**src/rtl/rf_pkg.sv**
```systemverilog
// Shared definitions for the multi-port register file: clear-engine states
// and default geometry.
package rf_pkg;

    localparam int RF_DATA_WIDTH = 16;
    localparam int RF_ADDR_WIDTH = 3;

    typedef enum logic [1:0] {
        IDLE  = 2'd0,
        SWEEP = 2'd1,
        DONE  = 2'd2
    } clear_state_e;

endpackage

```
**src/rtl/rf_clear_fsm.sv**
```systemverilog
// Sequential clear engine: walks a pointer over every entry, one per clock,
// then holds DONE for a single cycle before returning to IDLE.
module rf_clear_fsm
    import rf_pkg::*;
#(
    parameter int ADDR_WIDTH = RF_ADDR_WIDTH
) (
    input  logic                  clock,
    input  logic                  reset,
    input  logic                  clearReq,
    output logic                  clearBusy,
    output logic                  clearDone,
    output logic                  sweepEn,
    output logic [ADDR_WIDTH-1:0] sweepAddr
);

    localparam logic [ADDR_WIDTH-1:0] LAST_PTR = '1;

    clear_state_e          state_q, state_d;
    logic [ADDR_WIDTH-1:0] ptr_q, ptr_d;

    // NOTE: sequential state uses non-blocking assignments so every flop
    // samples pre-edge values regardless of process evaluation order.
    always_ff @(posedge clock or negedge reset) begin
        if (!reset) begin
            state_q <= IDLE;
            ptr_q   <= '0;
        end else begin
            state_q <= state_d;
            ptr_q   <= ptr_d;
        end
    end

    // NOTE: defaults first so no path through the case leaves a variable
    // unassigned, which would otherwise infer a latch.
    always_comb begin
        state_d = state_q;
        ptr_d   = ptr_q;
        case (state_q)
            IDLE: begin
                if (clearReq) begin
                    state_d = SWEEP;
                    ptr_d   = '0;
                end
            end
            SWEEP: begin
                ptr_d = ptr_q + ADDR_WIDTH'(1);
                if (ptr_q == LAST_PTR) begin
                    state_d = DONE;
                end
            end
            DONE:    state_d = IDLE;
            default: state_d = IDLE;
        endcase
    end

    always_comb begin
        clearBusy = (state_q != IDLE);
        clearDone = (state_q == DONE);
        sweepEn   = (state_q == SWEEP);
        sweepAddr = ptr_q;
    end

endmodule

```
**src/rtl/register_file_mp.sv**
```systemverilog
// Parametrised multi-port register file with optional write bypass, optional
// hard-wired zero entry and a sweep-clear engine.
module register_file_mp
    import rf_pkg::*;
#(
    parameter int DATA_WIDTH = RF_DATA_WIDTH,
    parameter int ADDR_WIDTH = RF_ADDR_WIDTH,
    parameter int READ_PORTS = 2,
    parameter int BYPASS     = 1,
    parameter int ZERO_REG   = 0
) (
    input  logic                             clock,
    input  logic                             reset,
    input  logic                             changeEnable,
    input  logic                             regWrite,
    input  logic [ADDR_WIDTH-1:0]            writeRegister,
    input  logic [DATA_WIDTH-1:0]            writeData,
    input  logic [READ_PORTS*ADDR_WIDTH-1:0] readAddr,
    output logic [READ_PORTS*DATA_WIDTH-1:0] readData,
    input  logic                             clearReq,
    output logic                             clearBusy,
    output logic                             clearDone
);

    localparam int DEPTH = 2 ** ADDR_WIDTH;

    logic [DATA_WIDTH-1:0] regs_q [DEPTH];
    logic [DATA_WIDTH-1:0] regs_d [DEPTH];

    logic                  clear_busy;
    logic                  sweep_en;
    logic [ADDR_WIDTH-1:0] sweep_addr;
    logic                  write_qual;
    logic                  zero_target;

    rf_clear_fsm #(
        .ADDR_WIDTH (ADDR_WIDTH)
    ) u_clear_fsm (
        .clock     (clock),
        .reset     (reset),
        .clearReq  (clearReq),
        .clearBusy (clear_busy),
        .clearDone (clearDone),
        .sweepEn   (sweep_en),
        .sweepAddr (sweep_addr)
    );

    assign clearBusy = clear_busy;

    // Reset gates the write qualifier so bypassed reads also show 0 while
    // the file is held in reset.
    assign zero_target = (ZERO_REG != 0) && (writeRegister == '0);
    assign write_qual  = reset & regWrite & changeEnable & ~clear_busy & ~zero_target;

    always_comb begin
        regs_d = regs_q;
        if (sweep_en) begin
            regs_d[sweep_addr] = '0;
        end else if (write_qual) begin
            regs_d[writeRegister] = writeData;
        end
    end

    // NOTE: the storage is reset explicitly because the whole file must read
    // 0 from the moment reset is asserted; it cannot map to a RAM macro.
    always_ff @(posedge clock or negedge reset) begin
        if (!reset) begin
            for (int i = 0; i < DEPTH; i++) begin
                regs_q[i] <= '0;
            end
        end else begin
            regs_q <= regs_d;
        end
    end

    for (genvar k = 0; k < READ_PORTS; k++) begin : g_read
        logic [ADDR_WIDTH-1:0] rd_addr;
        logic                  rd_zero;
        logic                  rd_bypass;
        logic [DATA_WIDTH-1:0] rd_val;

        assign rd_addr   = readAddr[k*ADDR_WIDTH +: ADDR_WIDTH];
        assign rd_zero   = (ZERO_REG != 0) && (rd_addr == '0);
        assign rd_bypass = (BYPASS != 0) && write_qual && (writeRegister == rd_addr);
        assign rd_val    = rd_zero   ? '0 :
                           rd_bypass ? writeData :
                                       regs_q[rd_addr];

        assign readData[k*DATA_WIDTH +: DATA_WIDTH] = rd_val;
    end

endmodule

```
**config.mk**
```make
export PLATFORM = sky130hd
export DESIGN_NAME = register_file_mp
export DESIGN_NICKNAME = d
export VERILOG_FILES = /design/src/rtl/rf_pkg.sv /design/src/rtl/rf_clear_fsm.sv /design/src/rtl/register_file_mp.sv
export SDC_FILE = /design/constraint.sdc
export NUM_CORES = 1
export LEC_CHECK = 0
export CAP_MARGIN = 20
export CORE_MARGIN = 2
export CORE_UTILIZATION = 30
export CTS_CLUSTER_SIZE = 8
export DETAILED_ROUTE_END_ITERATION = 6
export GPL_ROUTABILITY_DRIVEN = 1
export PLACE_DENSITY = 0.59
export SYNTH_ARGS = -nofsm -noshare
export SYNTH_HDL_FRONTEND = slang
export SYNTH_HIERARCHICAL = 1
export SYNTH_SLANG_ARGS = --single-unit
```
**constraint.sdc**
```tcl
create_clock -name clock -period 2.8 [get_ports clock]
set_input_delay 0.42 -clock clock [delete_from_list [all_inputs] [get_ports clock]]
set_output_delay 0.42 -clock clock [all_outputs]
set_load 0.03 [all_outputs]
```
==> results of run 1 <==
-- logic make-up after synthesis --
group,count (synthesis),synth area share
compound gates,4,0.00373
simple gates,157,0.0940
fa+ha+maj,2,0.00311
xor+xnor,6,0.00652
buf+inv,72,0.0593
flops,133,0.413
mux,257,0.420
-- through the flow --
step | setup slack, ps | area, sq um
6_report | 111 | 9820
5_1_grt | 12.6 | 9820
4_1_cts | 8.61 | 9800
3_5_place_dp | 249 | 9210
3_3_place_gp | 220 | 9210
2_1_floorplan | 292 | 8060
-- state kept, by name (all words and copies together), names as in the netlist --
name,cells
regs_q,128
u_clear_fsm/sweepAddr,3
u_clear_fsm/state_q,2
-- worst register-to-register path: stages (launching register included) --
cell,delay [ps]
dfrtp_1,410
or2_1,260
and4b_2,360
buf_4,180
nand4bb_1,100
buf_4,270
mux2i_1,240
-- layer usage --
| metal | part of all wire | track usage | up-vias |
|---|---|---|---|
| li1 | - | - | 2426 |
| met1 | 0.43 | 0.220 | 2834 |
| met2 | 0.52 | 0.301 | 126 |
| met3 | 0.038 | 0.0303 | 18 |
| met4 | 0.012 | 0.0484 | 0 |
| met5 | 0 | 0 | - |
-- cell type report --
cell class                 instances  area (sq um)  share of cell area
multi-input combinational        426          4260               0.434
timing repair buffer             105          1150               0.117
inverter                          16          60.1             0.00612
clock inverter                     8           125              0.0127
tap                              335           419              0.0427
clock buffer                      22           474              0.0483
sequential                       133          3330               0.339
-- power by group --
| part | total [mW] | internal (mW) | switching (mW) |
|---|---|---|---|
| Combinational | 1.40 | 0.594 | 0.805 |
| Clock | 2.30 | 1.46 | 0.840 |
| Sequential | 2.26 | 2.09 | 0.165 |
-- cell usage in the layout (no fill, tap or decap), drive strengths merged, types with 2 or more instances in the layout --
master	instances
ha	2
clkinv	20
and2	2
nand4b	7
nand2b	2
clkdlybuf4s50	26
mux4	64
nor2b	3
a22o	2
xnor2	6
nand2	128
buf	79
dfrtp	133
bufinv	3
nand4	3
mux2i	192
nand4bb	7
clkbuf	22
-- how the worst max path moves through the flow --
| stage | startpoint | endpoint | slack [ps] | depth (start not counted) |
|---|---|---|---|---|
| CTS | u_clear_fsm/state_q[0] | readData[23] | 9 | 6 |
| global placement | changeEnable | readData[1] | 220 | 6 |
| floorplan | u_clear_fsm/state_q[0] | readData[21] | 290 | 6 |
| detailed placement | changeEnable | readData[16] | 250 | 6 |
| finish | u_clear_fsm/state_q[0] | readData[23] | 110 | 6 |
| global route | u_clear_fsm/state_q[0] | readData[23] | 10 | 6 |
==> impl_results.md, run 1 <==
- Outcome: completed
- Post-CTS Setup Bufs: 0
- Die Span Y: 168 microns
- CP Capture Type: output port
- RSZ-0062 raised after global routing: no
- Ports: 64
- Area Overhead vs Synth: 21.9%
- TritonCTS Sinks: 133
- Most common library cells after synthesis: 192 x mux2i_1, 133 x dfrtp_1, 128 x nand2_1
- Synth warn: 6
- Max stage delay cell, worst path: dfrtp_1
- Reg2reg setup slack: 890 ps
- Layout Skew: 6.03 ps
- Max VDD drop: 326 uV
- Count of cell types in the netlist: 30
- Layout Utilization: 0.375
- IO Port Bufs: 63
- Post-CTS sizing: 0
- Yosys reg bits: 133
- Clock slew at reported path FFs: 60 ps
- Number of synthesized flops with an enable pin: 0
- Core Area: 26200 sq um
- Final period util: 0.960
- WP data arrival: 2270 ps
- Critical Path, Cell by Cell: or2_1 > and4b_2 > nand4_4 > buf_4 > mux2i_1 > buf_12
- Mapped cell area: 8060 sq um
- Ys async rst share: 1.00
- Worst rel slew slack: 0.485
- Cells after Synth: 631
- N_diodes: 0
- Max capacitance violation total: 0
- Router iterations before antenna repair: 4
- # placed instances: 1015
- Vias in the first global route: 5819
- Largest stage delay, worst path: 410 ps
- CP top delay family: simple AND/OR/NAND/NOR gates
- H-tree levels: 4
- Overall power: 5.96 mW
- Filler instances: 2454
- Crit path buf inv count: 2
- Initial DRC count: 396
- Cells on worst reg2reg path: 6
- Worst min path class: in2async
- Area share of the largest cell type after synthesis: 0.413
- Crit path launch type: flip-flop
- Share of layout cells above drive strength 1: 0.251
- GRT overflow: 0
- Leak: 5.19 nW
- Leading post-synthesis cells by cell area: dfrtp_1 41%, mux2i_1 24%, mux4_2 17%, nand2_1 6.0%, buf_6 2.5%
- Dominant synthesized flop cell: dfrtp_1
- Final std cells w/o fill: 1045
- DIE WIDTH: 168 microns
- Net count after synthesis: 663
- PD cells: 607 nW/um^2
- Critical path fanouts, max: 7
- Final ANT Viol Nets: 0
- RR Endpoint: regs_q[120]
- FP Rows: 59
- Routed wire length: 23.5 mm
- TritonCTS buffer count: 17
- Register area share after synthesis: 0.413
- Hold Slack: 78.2 ps
- DIE AREA: 28200 sq um
- Syn_area_per_cell: 12.8 sq um
- Max clock buf depth: 2
- Setup TNS Final: 0 ps
- Total global-route track usage: 0.172
- Hold-fix buffers, CTS: 0
- Drt drc: 0
- Max Clk Rate: 0.372 GHz
- Max-slew violations: 0
- Final setup viols: 0
- Count leader, synth: mux2i_1
- CTS Root Cell: clkbuf_16
- Final Hold Violating Endpoints: 0
- Total number of vias: 5404
- RePlAce Congestion: 0.745
- TritonCTS clock tree: built
- First-pass GRT wire length: 36.2 mm
- Dpl hpwl: 14.1 mm
- Crit Path Class: reg2out
- Starting density of the core: 0.307
- Largest net degree at the start of global routing: 134
- Routed len/inst: 22.5 microns
- Antenna violations before repair: 0
- Minimum clock period after layout: 2690 ps
- Worst slew pin tran: 773 ps
- Vias per cell: 5.17
- Yosys top cell by area: dfrtp_1
- Worst-skew pair later-pin latency: 420 ps
- Nets: 731
- CP required: 2380 ps
- R2r startpoint: u_clear_fsm/state_q[0]
No activity file was read; power rests on OpenSTA's default activity.
==> inputs of run 2 (changes only) <==
--- a/config.mk
+++ b/config.mk
@@ -12,6 +12,7 @@
 export DETAILED_ROUTE_END_ITERATION = 6
 export GPL_ROUTABILITY_DRIVEN = 1
 export PLACE_DENSITY = 0.59
+export SLEW_MARGIN = 20
 export SYNTH_ARGS = -nofsm -noshare
 export SYNTH_HDL_FRONTEND = slang
 export SYNTH_HIERARCHICAL = 1
==> results of run 2 <==
No change in the layout: final DEF, timing and power equal those of run 1.
==> inputs of run 3 (changes only) <==
==> constraint.sdc (replaced) <==
create_clock -name clock -period 2.9 [get_ports clock]
set_input_delay 0.435 -clock clock [delete_from_list [all_inputs] [get_ports clock]]
set_output_delay 0.435 -clock clock [all_outputs]
set_load 0.03 [all_outputs]
==> impl_results.md, run 3 (synthesized netlist as in run 1, its figures left out) <==
- Max Clk Rate: 0.361 GHz
- TritonCTS clock tree: built
- Routed wire length: 23.1 mm (-1.6%)
- Outcome: completed
- Router iterations before antenna repair: 4 (unchanged)
- Die Span Y: 168 microns (unchanged)
- Initial DRC count: 414 (+4.5%)
- Post-CTS Setup Bufs: 0 (unchanged)
- Final setup viols: 0 (unchanged)
- Final ANT Viol Nets: 0 (unchanged)
- R2r startpoint: u_clear_fsm/state_q[0]
- Max VDD drop: 300 uV (-8.0%)
- Antenna violations before repair: 0 (unchanged)
- Max stage delay cell, worst path: dfrtp_1
- FP Rows: 59 (unchanged)
- Worst rel slew slack: 0.503 (+0.0178)
- Critical Path, Cell by Cell: or2_1 > and4b_2 > nand4_4 > buf_4 > mux2i_1 > buf_4
- Setup slack after layout: 129 ps (+18.0 ps)
- Clock slew at reported path FFs: 60 ps (about the same)
- PD cells: 608 nW/um^2 (+0.18%)
- Vias per cell: 5.18 (+0.25%)
- Design area: 9770 sq um (-0.48%)
- H-tree levels: 4 (unchanged)
- Minimum clock period after layout: 2770 ps
- N_diodes: 0 (unchanged)
- Worst min path class: in2async
- Core Area: 26200 sq um (unchanged)
- Critical path fanouts, max: 16 (+9)
- GRT overflow: 0 (unchanged)
- Reg2reg setup slack: 990 ps (+100 ps)
- Max reg flops: 128 (unchanged)
- Leak: 5.18 nW (-0.28%)
- TritonCTS Sinks: 133 (unchanged)
- Placed inst area: 9100 sq um (-1.2%)
- Total number of vias: 5397 (-0.13%)
- Pre-CTS setup slack: 217 ps (-32.1 ps)
- Worst-skew pair later-pin latency: 420 ps (about the same)
- Post-Route M1 WL: 10.1 mm (+0.76%)
- Dpl hpwl: 13.8 mm (-2.0%)
- CP required: 2470 ps (+90 ps)
- WL met2: 11.9 mm (-3.4%)
- DIE WIDTH: 168 microns (unchanged)
- Max capacitance violation total: 0 (unchanged)
- Crit Path Class: reg2out
- Largest net degree at the start of global routing: 134 (unchanged)
- Ports: 64 (unchanged)
- Routed len/inst: 22.2 microns (-1.2%)
- Met3 wire len: 806 microns (-10%)
- RSZ-0062 raised after global routing: no
- Max clock buf depth: 2 (unchanged)
- Layout Skew: 5.82 ps (-0.207 ps)
- CP Capture Type: output port
- DIE AREA: 28200 sq um (unchanged)
- Cells on worst reg2reg path: 6 (unchanged)
- Final period util: 0.955
- DR top layer: met4
- Commonest non-fill, non-tap cell in the layout: mux2i_1
- Total global-route track usage: 0.170 (-0.00260)
- RePlAce Congestion: 0.728 (-2.3%)
- Crit path launch type: flip-flop
- Hold Slack: 113 ps (+34.5 ps)
- Starting density of the core: 0.307 (unchanged)
- WP data arrival: 2340 ps (+70 ps)
- Most frequent cells in the layout: 191 x mux2i_1, 133 x dfrtp_1, 128 x nand2_1
- First-pass GRT wire length: 35.4 mm (-2.1%)
- Most common cell on crit path: buf_4
- Nets: 725 (-0.82%)
- Share of layout cells above drive strength 1: 0.246 (-0.00425)
- Worst slew pin tran: 746 ps (-26.7 ps)
- Largest stage delay, worst path: 420 ps (about the same)
- Area Overhead vs Synth: 21.3%
- RR Endpoint: regs_q[9]
- Vias in the first global route: 5669 (-2.6%)
- Largest Register: regs_q
- Setup TNS Final: 0 ps (unchanged)
- Final Hold Violating Endpoints: 0 (unchanged)
- IO Port Bufs: 63 (unchanged)
- CTS Root Cell: clkbuf_16
- TritonCTS buffer count: 17 (unchanged)
- Filler instances: 2493 (+1.6%)
- Max-slew violations: 0 (unchanged)
- Drt drc: 0 (unchanged)
run 3: how the worst max path moves through the flow:
| stage | startpoint | end | slack, ps |
|---|---|---|---|
| after global placement | changeEnable | readData[19] | 200 |
| final | u_clear_fsm/state_q[0] | readData[19] | 130 |
| after detailed placement | changeEnable | readData[1] | 220 |
| after floorplan | u_clear_fsm/state_q[0] | readData[21] | 380 |
| after CTS | u_clear_fsm/state_q[0] | readData[1] | 10 |
| after global routing | u_clear_fsm/state_q[0] | readData[19] | 40 |
run 3: per-stage QoR:
step,std cells,util,power [mW]
final,1041,0.373,5.94
after global routing,1041,0.373,6.18
after CTS,1041,0.373,5.97
after detailed placement,1009,0.347,3.53
after global placement,1009,0.347,3.53
after floorplan,631,-,3.03
run 3: per-layer routing:
layer	up-vias	track usage
met5	-	0
met4	0	0.0526
met3	27	0.0277
met2	129	0.293
met1	2825	0.219
li1	2416	-
run 3: critical path: cells and delay by family (launching register included):
family                 cells  cell delay, ps
buffers and inverters      2             480
multiplexers               1             300
AND/OR/NAND/NOR            3             700
flip-flops                 1             420
run 3: power by group:
group          leakage (nW)  internal [mW]  switching (mW)  total (mW)
combinational          3.02          0.562           0.771        1.33
sequential             1.84           2.02           0.157        2.18
clock                 0.318           1.59           0.834        2.43
total                  5.18           4.18            1.76        5.94
run 3: timing repair:
action | 4_1_cts | 5_1_grt
hold buffers | 0 | 0
endpoints found under the hold margin | 0 | 0
resized for setup | 0 | 2
setup endpoints to repair | 0 | 11
run 3: final cells by class:
class / count / area [sq um] / area share
Clock buffer: 20 / 467 / 0.0478
Clock inverter: 12 / 200 / 0.0205
Inverter: 16 / 60.1 / 0.00615
Multi-Input combinational cell: 426 / 4260 / 0.436
Sequential cell: 133 / 3330 / 0.341
Tap cell: 335 / 419 / 0.0429
Timing Repair Buffer: 99 / 1040 / 0.106
==> variant 1, RTL diff (flow settings as in run 3) <==
Put a register stage on the output `readData`, without a reset. The value now appears one clock later. The other outputs are not delayed to match.
--- a/src/rtl/register_file_mp.sv
+++ b/src/rtl/register_file_mp.sv
@@ -23,6 +23,8 @@
 );
 
     localparam int DEPTH = 2 ** ADDR_WIDTH;
+
+    logic [READ_PORTS*DATA_WIDTH-1:0] readData_d;
 
     logic [DATA_WIDTH-1:0] regs_q [DEPTH];
     logic [DATA_WIDTH-1:0] regs_d [DEPTH];
@@ -86,7 +88,11 @@
                            rd_bypass ? writeData :
                                        regs_q[rd_addr];
 
-        assign readData[k*DATA_WIDTH +: DATA_WIDTH] = rd_val;
+        assign readData_d[k*DATA_WIDTH +: DATA_WIDTH] = rd_val;
+    end
+
+    always_ff @(posedge clock) begin
+        readData <= readData_d;
     end
 
 endmodule
Function: changed (a bounded check fails within 4 cycles, from zero or initial values and one cycle with reset low).
==> variant 1 against run 3 <==
- worst setup slack improved by 590 ps
- design area rose by 4.7%
- routed wire length fell by 2.6%
- non-clock buffer count decreased by 10
- sequential cell count up 32
- power increased by 5.6%
- first-iteration DRC count fell by 21%
- sequential power is 22% higher
- area after synthesis grew 7.5%
- final cell count grew 6.8%
- critical path type is now register to register
==> variant 1: results (changes against run 3) <==
----------------------------------------------------
[Global route]
  Pin count of the biggest net entering global routing ... 134 (unchanged)
  Initial antenna violation count ... 0 (unchanged)
  Total global-route track usage ... 15.5% (-1.5 points)
  First-pass GRT wire length ... 35300 µm (-0.37%)
  Vias in the first global route ... 5775 (+1.9%)

[Clocking]
  Total CTS buffers ... 17 (unchanged)
  Maximum clock path buffer count ... 2 (unchanged)
  Buffer cell driving the clock tree root ... clkbuf_16
  Clock-pin slew of the registers on the worst-case setup and hold paths ... 60 ps (about the same)
  Number of H-tree branching levels ... 4 (unchanged)

[Layout]
  Final layout net count ... 747 (+3.0%)
  Register with the highest flop count ... regs_q
  Fraction of layout instances using a drive strength above 1 ... 17.6% (-7.1 points)

[Placement]
  Routability Congestion ... 0.734 (+0.84%)
  Placed wire-length estimate after detailed placement ... 13100 µm (-5.3%)
  Number of buffers inserted by port buffering ... 63 (unchanged)
  Placed Instance Area ... 9630 µm² (+5.8%)

[Drt]
  Number of remaining DRC errors ... 0 (unchanged)
  WL final ... 22500 µm (-2.6%)
  Number of search-and-repair iterations in the first detailed-routing pass ... 5 (+1)
  Initial detailed-routing violation count ... 327 (-21%)
  Mean number of vias per cell ... 4.97 (-4.1%)

[Logic synthesis]
  Async S/R FF share, synth ... 80.6% (-19 points)
  Synth warnings ... 6 (unchanged)
  Distinct cell type count of the synthesized netlist ... 29 (-3.3%)
  Ranking of synthesized cells by instance count ... mux2i_1, dfrtp_1, nand2_1
  Post-Synthesis Net Count ... 695 (+4.8%)
  Seq/Total Area, Yosys ... 45.8% (+4.5 points)
  Primary FF master, synth ... dfrtp_1
  Cells taking the most area after synthesis ... dfrtp_1, mux2i_1, mux4_2

[Floorplan]
  Starting density of the core ... 30.3% (-0.40 points)

[STA]
  Transition time at the pin with the least slew margin ... 777 ps (+31.0 ps)
  Layout Skew ... 9.45 ps (+3.63 ps)

[Pwr]
  Internal ... 4.44 mW (+6.4%)
  Max rail drop VDD ... 412 µV (+37%)
  Lkg Pwr ... 5.26 nW (+1.5%)

[Worst setup path]
  Arrival time of data at the critical path endpoint ... 2520 ps (+180 ps)
  Worst-path fanout max ... 16 (unchanged)

[Outcome]
  Result of the run ... complete, no violations

----------------------------------------------------
[variant 1: final timing paths]
| path | to | slack, ps | depth (start not counted) | startpoint |
|---|---|---|---|---|
| min in group clock | u_clear_fsm/state_q[0]$_DFFE_PN0P_ | 500 | 1 | u_clear_fsm/state_q[1]$_DFFE_PN0P_ |
| max in group asynchronous | regs_q[61]$_DFFE_PN0P_ | 2190 | 2 | reset |
| hold reg to reg | u_clear_fsm/state_q[0]$_DFFE_PN0P_ | 500 | 1 | u_clear_fsm/state_q[1]$_DFFE_PN0P_ |
| setup / recovery | readData[17]$_DFF_P_ | 720 | 4 | u_clear_fsm/state_q[0]$_DFFE_PN0P_ |
| setup reg to reg | readData[17]$_DFF_P_ | 720 | 4 | u_clear_fsm/state_q[0]$_DFFE_PN0P_ |
| hold / removal | u_clear_fsm/state_q[1]$_DFFE_PN0P_ | 110 | 2 | reset |
[variant 1: stage by stage]
step                      hold slack (ps)  std cells  setup WS [ps]  power (mW)
after detailed placement              495       1080            489        3.97
after global placement                482       1080            550        3.95
after global routing                  205       1112            546        6.52
final                                 107       1112            718        6.27
after floorplan                       139        663           1040        3.51
after CTS                             177       1112            662        6.31
[variant 1: power by group through the flow]
stage | combinational (mW) | sequential, mW | clock, mW
floorplan | 0.801 | 2.71 | 0
global placement | 1.25 | 2.70 | 0
detailed placement | 1.27 | 2.71 | 0
CTS | 1.27 | 2.66 | 2.38
global route | 1.35 | 2.69 | 2.48
finish | 1.26 | 2.67 | 2.34
[variant 1: layout make-up]
class	count	area [µm²]
fillers	2821	18300
flip-flops and latches	165	3970
well taps	384	480
clock buffers	22	474
clock inverters	10	128
multi-input cells	426	4240
inverters	16	60.1
repair buffers	89	876
[variant 1: worst max-delay path, cell delays in order (launching register included)]
cell	delay, ps
dfrtp_1	410
or2_1	250
and4b_1	530
nand4_4	550
mux2i_1	340
[variant 1: per-layer routing]
| metal | vias up | wire length [µm] | track usage [%] |
|---|---|---|---|
| met5 | - | 0 | 0 |
| met4 | 0 | 250 | 3.89 |
| met3 | 20 | 1060 | 2.78 |
| met2 | 130 | 11300 | 26.4 |
| met1 | 2899 | 9920 | 20.4 |
| li1 | 2480 | - | - |
[variant 1: kinds of logic after synthesis]
kind of cell / synth area share [%]
muxes: 39.0
DFF: 45.8
and+or+nand+nor: 8.74
buffers and inverters: 5.19
xor gates and xnor gates: 0.607
AOI/OAI and AO/OA: 0.347
adders and majority gates: 0.289
==> variant 2, RTL diff (flow settings as in run 3) <==
Without the edit above. Set the parameter `READ_PORTS` to 4 (it was 2).
--- a/src/rtl/register_file_mp.sv
+++ b/src/rtl/register_file_mp.sv
@@ -5,7 +5,7 @@
 #(
     parameter int DATA_WIDTH = RF_DATA_WIDTH,
     parameter int ADDR_WIDTH = RF_ADDR_WIDTH,
-    parameter int READ_PORTS = 2,
+    parameter int READ_PORTS = 4,
     parameter int BYPASS     = 1,
     parameter int ZERO_REG   = 0
 ) (
Interface: changed (resized readAddr and readData); port bits go from 64 to 102. The function was not compared with the original's and may differ.
==> variant 2 against run 3 <==
- register-to-register slack lost 270 ps
- sequential cell count is the same
- routed wire length grew 55%
- design area grew 32%
- count of clock-buffer cells in the layout shrank 2
- die area grew 29%
- first-iteration DRC count grew 100%
- worst setup slack lost 62 ps
- power grew 12%
- area after synthesis grew 30%
==> variant 2: results (changes against run 3) <==
----------------------------------------------------
[Clocking]
  Buffer cell driving the clock tree root ... clkbuf_16
  Maximum clock path buffer count ... 2 (unchanged)
  Clock-pin slew of the registers on the worst-case setup and hold paths ... 60 ps (about the same)
  Number of H-tree branching levels ... 4 (unchanged)
  Clock latency reported for the late side of the worst-skew pair ... 440 ps (+20 ps)
  Total CTS buffers ... 17 (unchanged)

[Pwr]
  Max rail drop VDD ... 495 µV (+65%)
  Lkg Pwr ... 6.46 nW (+25%)

[Global route]
  Vias in the first global route ... 7874 (+39%)
  Initial antenna violation count ... 0 (unchanged)
  First-pass GRT wire length ... 53200 µm (+50%)
  Total global-route track usage ... 20.2% (+3.2 points)
  Pin count of the biggest net entering global routing ... 134 (unchanged)

[Logic synthesis]
  Post-Synthesis Net Count ... 847 (+28%)
  Multiplexer share of the synthesized area ... 52.3% (+10 points)
  Seq/Total Area, Yosys ... 31.9% (-9.4 points)
  Primary FF master, synth ... dfrtp_1
  Cells taking the most area after synthesis ... dfrtp_1, mux4_2, mux2i_1
  XOR/XNOR share of the synthesized area ... 1.01% (+0.35 points)
  Synth warnings ... 6 (unchanged)
  Area share of fa/ha/maj cells after synthesis ... 0.240% (-0.071 points)
  Ranking of synthesized cells by instance count ... mux2i_1, dfrtp_1, mux4_2, nand2_1, clkbuf_1
  Post-synthesis cell count ... 809 (+28%)
  Post-synthesis compound-gate area fraction ... 0.288% (-0.085 points)
  Async S/R FF share, synth ... 100% (unchanged)
  Distinct cell type count of the synthesized netlist ... 32 (+6.7%)

[Drt]
  Initial detailed-routing violation count ... 841 (+100%)
  Mean number of vias per cell ... 5.61 (+8.3%)
  WL final ... 35700 µm (+55%)
  Number of search-and-repair iterations in the first detailed-routing pass ... 5 (+1)

[Worst setup path]
  Worst-path fanout max ... 7 (-9)
  Arrival time of data at the critical path endpoint ... 2400 ps (+60 ps)

[STA]
  Transition time at the pin with the least slew margin ... 1120 ps (+378 ps)
  Layout Skew ... 7.35 ps (+1.53 ps)

[Layout]
  Largest register FFs ... 128 (unchanged)
  Filler cell count in the final layout ... 3319 (+33%)
  Diode insertion count for antenna repair ... 0 (unchanged)
  Register with the highest flop count ... regs_q
  Final layout net count ... 922 (+27%)
  Post-Layout Cell Count ... 1352 (+30%)
  Fraction of layout instances using a drive strength above 1 ... 34.2% (+9.6 points)

[Placement]
  Placed wire-length estimate after detailed placement ... 22400 µm (+62%)
  Number of placed cells counting well taps ... 1316 (+30%)
  Number of buffers inserted by port buffering ... 101 (+60%)
  Routability Congestion ... 0.826 (+13%)

[Floorplan]
  Starting density of the core ... 30.4% (-0.37 points)

[Hold path]
  HP Class ... input pin to asynchronous set/reset pin

[Outcome]
  Result of the run ... complete, no violations

----------------------------------------------------
==> variant 2: changes by cell type after synthesis, sizes merged <==
cell,run 3,this run
clkbuf,10,40
and4b,1,2
inv,0,16
mux4,64,128
buf,46,57
mux2i,192,256
nand4,3,5
clkinv,16,0
xnor2,6,12
==> variant 2: cells by family after synthesis <==
logic type,count (synthesis)
simple gates,160
xor+xnor,12
buf+inv,113
compound gates,4
flops,133
mux,385
fa+ha+maj,2
==> variant 2: cell type report <==
cell class              count  area share [%]
flip-flops and latches    133            25.9
clock inverters            14            1.65
multi-input cells         563            50.9
clock buffers              18            3.33
well taps                 455            4.42
repair buffers            153            13.4
inverters                  16           0.467
==> variant 2: metrics by stage <==
step / setup WS, ps / setup TNS (ps) / util (%) / cell area [µm²]
2_1_floorplan: 282 / 0 / - / 10400
3_3_place_gp: 46.7 / 0 / 35.0 / 12000
3_5_place_dp: 77.7 / 0 / 35.0 / 12000
5_1_grt: -13.6 / -50.2 / 37.4 / 12900
4_1_cts: 22.1 / 0 / 37.0 / 12700
6_report: 67.3 / 0 / 37.4 / 12900
==> variant 2: repair_timing <==
action	4_1_cts	5_1_grt
gates cloned	0	1
setup buffers	0	4
pin swaps	0	1
setup endpoints to repair	32	23
gates resized for setup	6	21
==> variant 2: routing by layer <==
layer	vias up	track usage, %	routed length [µm]
li1	3205	-	-
met1	3960	28.5	15600
met3	36	5.01	3140
met5	-	0	0
met2	387	30.8	16300
met4	0	5.40	665
==> variant 2: worst max-delay path: stages, from the launching register on <==
cell,delay (ps)
dfrtp_1,400
or2_4,280
and4b_1,270
buf_6,150
nand4_4,210
clkbuf_16,270
mux2i_2,230
buf_6,170
==> variant 2: final timing paths <==
| kind | startpoint | end | slack, ps | cells after the start |
|---|---|---|---|---|
| setup reg to reg | u_clear_fsm/state_q[0]$_DFFE_PN0P_ | regs_q[112]$_DFFE_PN0P_ | 720 | 4 |
| hold / removal | reset | regs_q[96]$_DFFE_PN0P_ | 170 | 2 |
| min in group clock | regs_q[39]$_DFFE_PN0P_ | regs_q[39]$_DFFE_PN0P_ | 570 | 2 |
| max in group asynchronous | reset | regs_q[5]$_DFFE_PN0P_ | 2120 | 2 |
| setup / recovery | u_clear_fsm/state_q[1]$_DFFE_PN0P_ | readData[56] | 70 | 7 |
| hold reg to reg | regs_q[39]$_DFFE_PN0P_ | regs_q[39]$_DFFE_PN0P_ | 570 | 2 |
==> variant 2: power by group <==
group	internal, mW	leakage (nW)	switching [mW]
Clock	1.47	0.314	0.982
Combinational	0.862	4.30	1.11
Sequential	2.02	1.84	0.221
Total	4.35	6.46	2.32
